<file path="src/rtl/boot_loader_pkg.sv">
// Shared types and constants for the IMEM boot loader.
package boot_loader_pkg;

  typedef enum logic [2:0] {
    ST_IDLE,
    ST_LEN_LO,
    ST_LEN_HI,
    ST_DATA,
    ST_WRITE,
    ST_CSUM,
    ST_DONE,
    ST_ERR
  } state_t;

  localparam logic [7:0] MAGIC_DEFAULT  = 8'hA5;
  localparam int         BYTES_PER_WORD = 4;

endpackage

</file>
<file path="src/rtl/imem_word_packer.sv">
// Little-endian byte-to-word shift register; word_full pulses the cycle after the 4th byte.
// One byte per cycle when byte_vld; clr discards any partial word.
module imem_word_packer
  import boot_loader_pkg::*;
(
  input  logic        clk,
  input  logic        rst,
  input  logic        clr,
  input  logic        byte_vld,
  input  logic [7:0]  byte_dat,
  output logic [31:0] word_dat,
  output logic [1:0]  byte_cnt,
  output logic        word_full
);

  localparam logic [1:0] LAST_BYTE = 2'(BYTES_PER_WORD - 1);

  logic [31:0] word_q, word_d;
  logic [1:0]  cnt_q, cnt_d;
  logic        full_q, full_d;

  always_comb begin
    word_d = word_q;
    cnt_d  = cnt_q;
    full_d = 1'b0;
    if (clr) begin
      word_d = '0;
      cnt_d  = '0;
    end else if (byte_vld) begin
      // Shift in from the top so byte 0 lands in [7:0] after four bytes.
      word_d = {byte_dat, word_q[31:8]};
      cnt_d  = cnt_q + 2'd1;
      full_d = (cnt_q == LAST_BYTE);
    end
  end

  always_ff @(posedge clk or posedge rst) begin
    if (rst) begin
      word_q <= '0;
      cnt_q  <= '0;
      full_q <= 1'b0;
    end else begin
      word_q <= word_d;
      cnt_q  <= cnt_d;
      full_q <= full_d;
    end
  end

  assign word_dat  = word_q;
  assign byte_cnt  = cnt_q;
  assign word_full = full_q;

endmodule

</file>
<file path="src/rtl/imem_boot_loader.sv">
// Byte-stream boot loader into IMEM; holds the core in reset while loading.
// Optional trailing XOR checksum byte when BOOT_CHECKSUM_EN is defined.
module imem_boot_loader
  import boot_loader_pkg::*;
#(
  parameter int         WIDTH      = 32,
  parameter int         DEPTH_IMEM = 64,
  parameter logic [7:0] MAGIC      = MAGIC_DEFAULT,
  localparam int        AW         = $clog2(DEPTH_IMEM)
) (
  input  logic             clk,
  input  logic             rst,
  input  logic             rx_valid,
  input  logic [7:0]       rx_data,
  output logic             rx_ready,
  output logic             imem_we,
  output logic [AW-1:0]    imem_addr,
  output logic [WIDTH-1:0] imem_wdata,
  output logic             cpu_rst,
  output logic             done,
  output logic             error
);

`ifdef BOOT_CHECKSUM_EN
  localparam state_t AFTER_DATA = ST_CSUM;
`else
  localparam state_t AFTER_DATA = ST_DONE;
`endif

  state_t        state_q, state_d;
  logic          rdy_en_q, rdy_en_d;
  logic [AW-1:0] addr_q, addr_d;
  logic [7:0]    len_lo_q, len_lo_d;
  logic [15:0]   count_q, count_d;

  logic          rx_fire, is_magic, restart, last_word;
  logic          pk_vld, word_full;
  logic [1:0]    byte_cnt;
  logic [31:0]   word_dat;

  assign rx_fire   = rx_valid && rx_ready;
  assign is_magic  = (rx_data == MAGIC);
  assign restart   = rx_fire && is_magic &&
                     (state_q == ST_IDLE || state_q == ST_DONE || state_q == ST_ERR);
  assign pk_vld    = rx_fire && (state_q == ST_DATA);
  assign last_word = ((16'(addr_q) + 16'd1) == count_q);

  imem_word_packer u_packer (
    .clk       (clk),
    .rst       (rst),
    .clr       (restart),
    .byte_vld  (pk_vld),
    .byte_dat  (rx_data),
    .word_dat  (word_dat),
    .byte_cnt  (byte_cnt),
    .word_full (word_full)
  );

`ifdef BOOT_CHECKSUM_EN
  logic [7:0] csum_q, csum_d;

  always_comb begin
    csum_d = csum_q;
    if (restart) begin
      csum_d = '0;
    end else if (rx_fire && (state_q == ST_LEN_LO || state_q == ST_LEN_HI ||
                             state_q == ST_DATA)) begin
      csum_d = csum_q ^ rx_data;
    end
  end

  always_ff @(posedge clk or posedge rst) begin
    if (rst) csum_q <= '0;
    else     csum_q <= csum_d;
  end
`endif

  always_comb begin
    state_d  = state_q;
    rdy_en_d = 1'b1;
    addr_d   = addr_q;
    len_lo_d = len_lo_q;
    count_d  = count_q;
    if (restart) addr_d = '0;
    case (state_q)
      ST_IDLE, ST_DONE, ST_ERR: begin
        if (restart) state_d = ST_LEN_LO;
      end
      ST_LEN_LO: begin
        if (rx_fire) begin
          len_lo_d = rx_data;
          state_d  = ST_LEN_HI;
        end
      end
      ST_LEN_HI: begin
        if (rx_fire) begin
          count_d = {rx_data, len_lo_q};
          if ({rx_data, len_lo_q} > 16'(DEPTH_IMEM)) state_d = ST_ERR;
          else if ({rx_data, len_lo_q} == 16'd0)     state_d = AFTER_DATA;
          else                                       state_d = ST_DATA;
        end
      end
      ST_DATA: begin
        if (pk_vld && byte_cnt == 2'(BYTES_PER_WORD - 1)) state_d = ST_WRITE;
      end
      ST_WRITE: begin
        // Address holds on the last word so a full-depth frame never wraps.
        if (last_word) begin
          state_d = AFTER_DATA;
        end else begin
          addr_d  = addr_q + AW'(1);
          state_d = ST_DATA;
        end
      end
`ifdef BOOT_CHECKSUM_EN
      ST_CSUM: begin
        if (rx_fire) state_d = (rx_data == csum_q) ? ST_DONE : ST_ERR;
      end
`endif
      default: state_d = ST_IDLE;
    endcase
  end

  always_ff @(posedge clk or posedge rst) begin
    if (rst) begin
      state_q  <= ST_IDLE;
      rdy_en_q <= 1'b0;
      addr_q   <= '0;
      len_lo_q <= '0;
      count_q  <= '0;
    end else begin
      state_q  <= state_d;
      rdy_en_q <= rdy_en_d;
      addr_q   <= addr_d;
      len_lo_q <= len_lo_d;
      count_q  <= count_d;
    end
  end

  assign rx_ready   = rdy_en_q && (state_q != ST_WRITE);
  assign imem_we    = (state_q == ST_WRITE) && word_full;
  assign imem_addr  = addr_q;
  assign imem_wdata = word_dat[WIDTH-1:0];
  assign cpu_rst    = (state_q != ST_DONE);
  assign done       = (state_q == ST_DONE);
  assign error      = (state_q == ST_ERR);

endmodule

</file>
<file path="config.mk">
export PLATFORM = sky130hd
export DESIGN_NAME = imem_boot_loader
export DESIGN_NICKNAME = d
export VERILOG_FILES = /design/src/rtl/boot_loader_pkg.sv /design/src/rtl/imem_word_packer.sv /design/src/rtl/imem_boot_loader.sv
export SDC_FILE = /design/constraint.sdc
export NUM_CORES = 1
export LEC_CHECK = 0
export CAP_MARGIN = 0
export CORE_ASPECT_RATIO = 0.6
export CORE_MARGIN = 1
export CORE_UTILIZATION = 35
export DETAILED_ROUTE_END_ITERATION = 8
export PLACE_DENSITY_LB_ADDON = 0.2
export RECOVER_POWER = 100
export SYNTH_ARGS = -nofsm -noshare
export SYNTH_HDL_FRONTEND = slang
export SYNTH_SLANG_ARGS = --single-unit
</file>
<file path="constraint.sdc">
create_clock -name clk -period 7 [get_ports clk]
set_clock_uncertainty 0.05 [all_clocks]
set_input_delay 1.4 -clock clk [delete_from_list [all_inputs] [get_ports clk]]
set_output_delay 1.4 -clock clk [all_outputs]
set_load 0.01 [all_outputs]
</file>
==> reports/metrics.cfg <==
[run_status]
outcome = complete, but fails checks
failing_checks = max-capacitance violations, max-slew violations

[floorplanning]
rows = 26
dieWidth_um = 123.9
coreArea_um2 = 8588
die_height_um = 75.16
initial_utilization = 0.3635
die_area_um2 = 9314
boundaryPins = 54

[synth]
main_combinational_cell_family_by_area_after_synthesis = multiplexers
synth_sequential_area_ratio = 0.5531
ys.warnings.count = 0
register_bit_total_from_synthesis = 69
syn-cell-area_um2 = 3122
synth-edff-count = 0
synthTopCellsByArea = sky130_fd_sc_hd__dfrtp_1 55%, sky130_fd_sc_hd__mux2i_1 11%, sky130_fd_sc_hd__mux2_2 7.9%
yosys_most_used_dff = sky130_fd_sc_hd__dfrtp_1
yosys.area_share.simple = 0.1459
synth_top_cells_by_count = 69 x sky130_fd_sc_hd__dfrtp_1, 41 x sky130_fd_sc_hd__nor2_1, 34 x sky130_fd_sc_hd__mux2i_1, 22 x sky130_fd_sc_hd__mux2_2, 14 x sky130_fd_sc_hd__nand2_1
gate_count_after_technology_mapping = 272
post_synth_mux_area_share = 0.1884
post_synth_num_cell_types = 37
synth.most_common_cell = sky130_fd_sc_hd__dfrtp_1
synth_area_per_cell_um2 = 11.48
synth_xor_xnor_area_share = 0.02806
netlist.top_cell.by_area = sky130_fd_sc_hd__dfrtp_1
synth_top_cell_area_share = 0.5531
asyncSetResetFlopFracSynth = 1.000
mapped_nets = 285
synthesized_area_fraction_occupied_by_ao_oa_aoi_and_oai_cells = 0.05331
post_synth_fa_ha_maj_area_fraction = 0.008016

[route]
wl_per_cell_um = 15.80
drt-vias-per-instance = 5.076
drc = 0
drt_wirelength_um = 7032
dr_total_vias = 2259
dr.first_iter.drc_count = 116
detailedRoute.firstPassIterationCount = 4
route.antenna.remaining_nets = 0

[sta]
final_hold_viol_count = 0
min_period_ns = 4.008
grt_setup_unrepaired = no
setup_ws_ns = 2.992
final_max_slew_viol_count = 38
setup_viol = 0
slew_headroom = -0.2618
fin_setup_tns_ns = 0
clock.fmax_ghz = 0.2495
max_slew.worst_pin.slew_ns = 1.888
fin_hold_ws_ns = 0.4625
final.period_utilization = 0.5725

[layout]
layout_cell_share_with_drive_strength_beyond_1 = 0.1381
final_area_um2 = 4060
filler_cells = 798
insertedDiodeCount = 0
layoutNonFillerInstCount = 445
fin_nets = 342
area_growth_syn_to_layout_pct = 30.06

[cts]
cts-root-buf = sky130_fd_sc_hd__clkbuf_16
tritoncts = built
cts_repair_resize_count = 0
cts.sinks = 69
htreeDepth = 3
ctsLongestPathBuffers = 2
worstSkewPairLatency_ns = 0.34
worst_setup_hold_path_clk_slew_ns = 0.05
number_of_buffers_created_by_cts = 9
post-cts-setup-buffers = 0
cts-hold-fix-buffers = 0

[worst_hold_path]
hold-path-endpoint = count_q[14]$_DFFE_PP0P_
hold_crit_depth = 1
hp-class = reg -> reg
hp-start = count_q[14]$_DFFE_PP0P_

[placed_design]
placedInstanceArea_um2 = 3785
place.detailed.instances = 430
place.gp.congestion = 0.7385
port_buffers = 53
place_worst_setup_slack_ns = 3.319
dpl.hpwl_um = 4760

[setup_path]
worst-endpoint-arrival_ns = 2.56
worstRegToRegCells = 5
crit_path_end_kind = primary output
rr_startpoint = state_q[1]$_DFFE_PP0P_
ff2ff_setup_slack_ns = 4.33
cp_slowest_cell = sky130_fd_sc_hd__nor3_1
endpoint_of_the_lowest_slack_register_to_register_path = u_packer.word_dat[6]$_DFFE_PP0P_
crit_path_max_incr_delay_ns = 0.95
crit_path_start_kind = register
crit_path_max_fo = 12
crit_required_ns = 5.55
crit_type = reg -> out
crit_path_cell_trace = nor3_1 -> and2_0 -> clkdlybuf4s50_1

[power_and_ir_drop]
largest_voltage_drop_on_the_vdd_net_mv = 0.1867
power_per_cell_area_nw_per_um2 = 437.3
total_leakage_power_nw = 1.992

[global_routing]
first_global_vias = 2076
grt_overflow_total = 0
maximum_number_of_pins_on_one_net_before_global_route_repair = 70
antenna_found_initial = 0
grt_util_all_layers = 0.1656
grt_first_pass_wirelength_um = 11150

[flow_run]
maxCapViolCount = 1

-- layer usage --
layer  part of all wire  routed length, µm  track usage  up-vias
li1                   -                  -            -     1071
met2               0.40               2812       0.1975       42
met4             0.0087                 61      0.04762        0
met5                  0                  0            0        -
met3              0.048                335      0.07045        5
met1               0.54               3823       0.2590     1141
-- sequential cells by signal (all words and copies together) (netlist names) --
| signal | count |
|---|---|
| u_packer.word_dat | 32 |
| count_q | 16 |
| len_lo_q | 8 |
| imem_addr | 6 |
| state_q | 3 |
| u_packer.byte_cnt | 2 |
| rdy_en_q | 1 |
| u_packer.word_full | 1 |
-- area by class of cell --
class	count	area, µm²	share of cell area
Inverter	7	26.28	0.006472
Sequential cell	69	1727	0.4253
Clock inverter	3	20.02	0.004931
Tap cell	112	140.1	0.03451
Clock buffer	12	266.5	0.06564
Timing Repair Buffer	56	549.3	0.1353
Multi-Input combinational cell	186	1331	0.3279
-- layout by cell type (no fill, tap or decap), types with 2 or more instances in the layout --
master / Yosys / final
sky130_fd_sc_hd__clkdlybuf4s50_1: 0 / 8
sky130_fd_sc_hd__xnor2_1: 7 / 7
sky130_fd_sc_hd__ha_1: 2 / 2
sky130_fd_sc_hd__nor4_1: 5 / 5
sky130_fd_sc_hd__dfrtp_1: 69 / 69
sky130_fd_sc_hd__a31o_1: 5 / 5
sky130_fd_sc_hd__mux2i_1: 34 / 34
sky130_fd_sc_hd__nand3b_1: 3 / 3
sky130_fd_sc_hd__a21oi_1: 5 / 5
sky130_fd_sc_hd__dlygate4sd3_1: 0 / 45
sky130_fd_sc_hd__clkbuf_16: 0 / 9
sky130_fd_sc_hd__buf_4: 0 / 2
sky130_fd_sc_hd__a211oi_1: 4 / 4
sky130_fd_sc_hd__nor2_1: 41 / 41
sky130_fd_sc_hd__or3_1: 4 / 4
sky130_fd_sc_hd__mux2_2: 22 / 22
sky130_fd_sc_hd__o21ai_0: 6 / 6
sky130_fd_sc_hd__o22ai_1: 2 / 2
sky130_fd_sc_hd__nor3_1: 5 / 4
sky130_fd_sc_hd__inv_1: 7 / 6
sky130_fd_sc_hd__clkbuf_8: 0 / 3
sky130_fd_sc_hd__xor2_1: 3 / 3
sky130_fd_sc_hd__nand4_1: 2 / 2
sky130_fd_sc_hd__clkinvlp_4: 0 / 2
sky130_fd_sc_hd__nand3_1: 8 / 8
sky130_fd_sc_hd__nand2_1: 14 / 14
-- worst max-delay path by stage --
| stage | from | endpoint |
|---|---|---|
| 3_5_place_dp | state_q[0]$_DFFE_PP0P_ | imem_we |
| 6_report | state_q[0]$_DFFE_PP0P_ | imem_we |
| 5_1_grt | state_q[0]$_DFFE_PP0P_ | imem_we |
| 3_3_place_gp | state_q[0]$_DFFE_PP0P_ | imem_we |
| 2_1_floorplan | rst | count_q[0]$_DFFE_PP0P_ |
| 4_1_cts | state_q[0]$_DFFE_PP0P_ | imem_we |
-- critical path: cells and delay by family (launching register included) --
| family | cells | cell delay (ns) |
|---|---|---|
| and+or+nand+nor | 2 | 1.17 |
| buffers and inverters | 1 | 0.53 |
| DFF | 1 | 0.51 |
-- cells by family after synthesis --
| logic type | count (synthesis) |
|---|---|
| other | 1 |
| XOR/XNOR | 10 |
| multiplexers | 56 |
| AO/OA/AOI/OAI | 25 |
| flip-flops | 69 |
| AND/OR/NAND/NOR | 92 |
| buffers and inverters | 17 |
| adder cells (fa/ha/maj) | 2 |
-- metrics by stage --
stage / utilization / power, W
finish: 0.4728 / 0.001776
floorplan: - / 0.001082
global route: 0.4728 / 0.001905
detailed placement: 0.4407 / 0.001398
global placement: 0.4407 / 0.001382
CTS: 0.4741 / 0.001838
-- report_power, final --
part,internal (W),switching [W]
clock network,0.000266,0.000164
logic,0.000337,0.000275
registers,0.000579,0.000155
total,0.00118,0.000594
No activity file was read; power rests on OpenSTA's default activity.
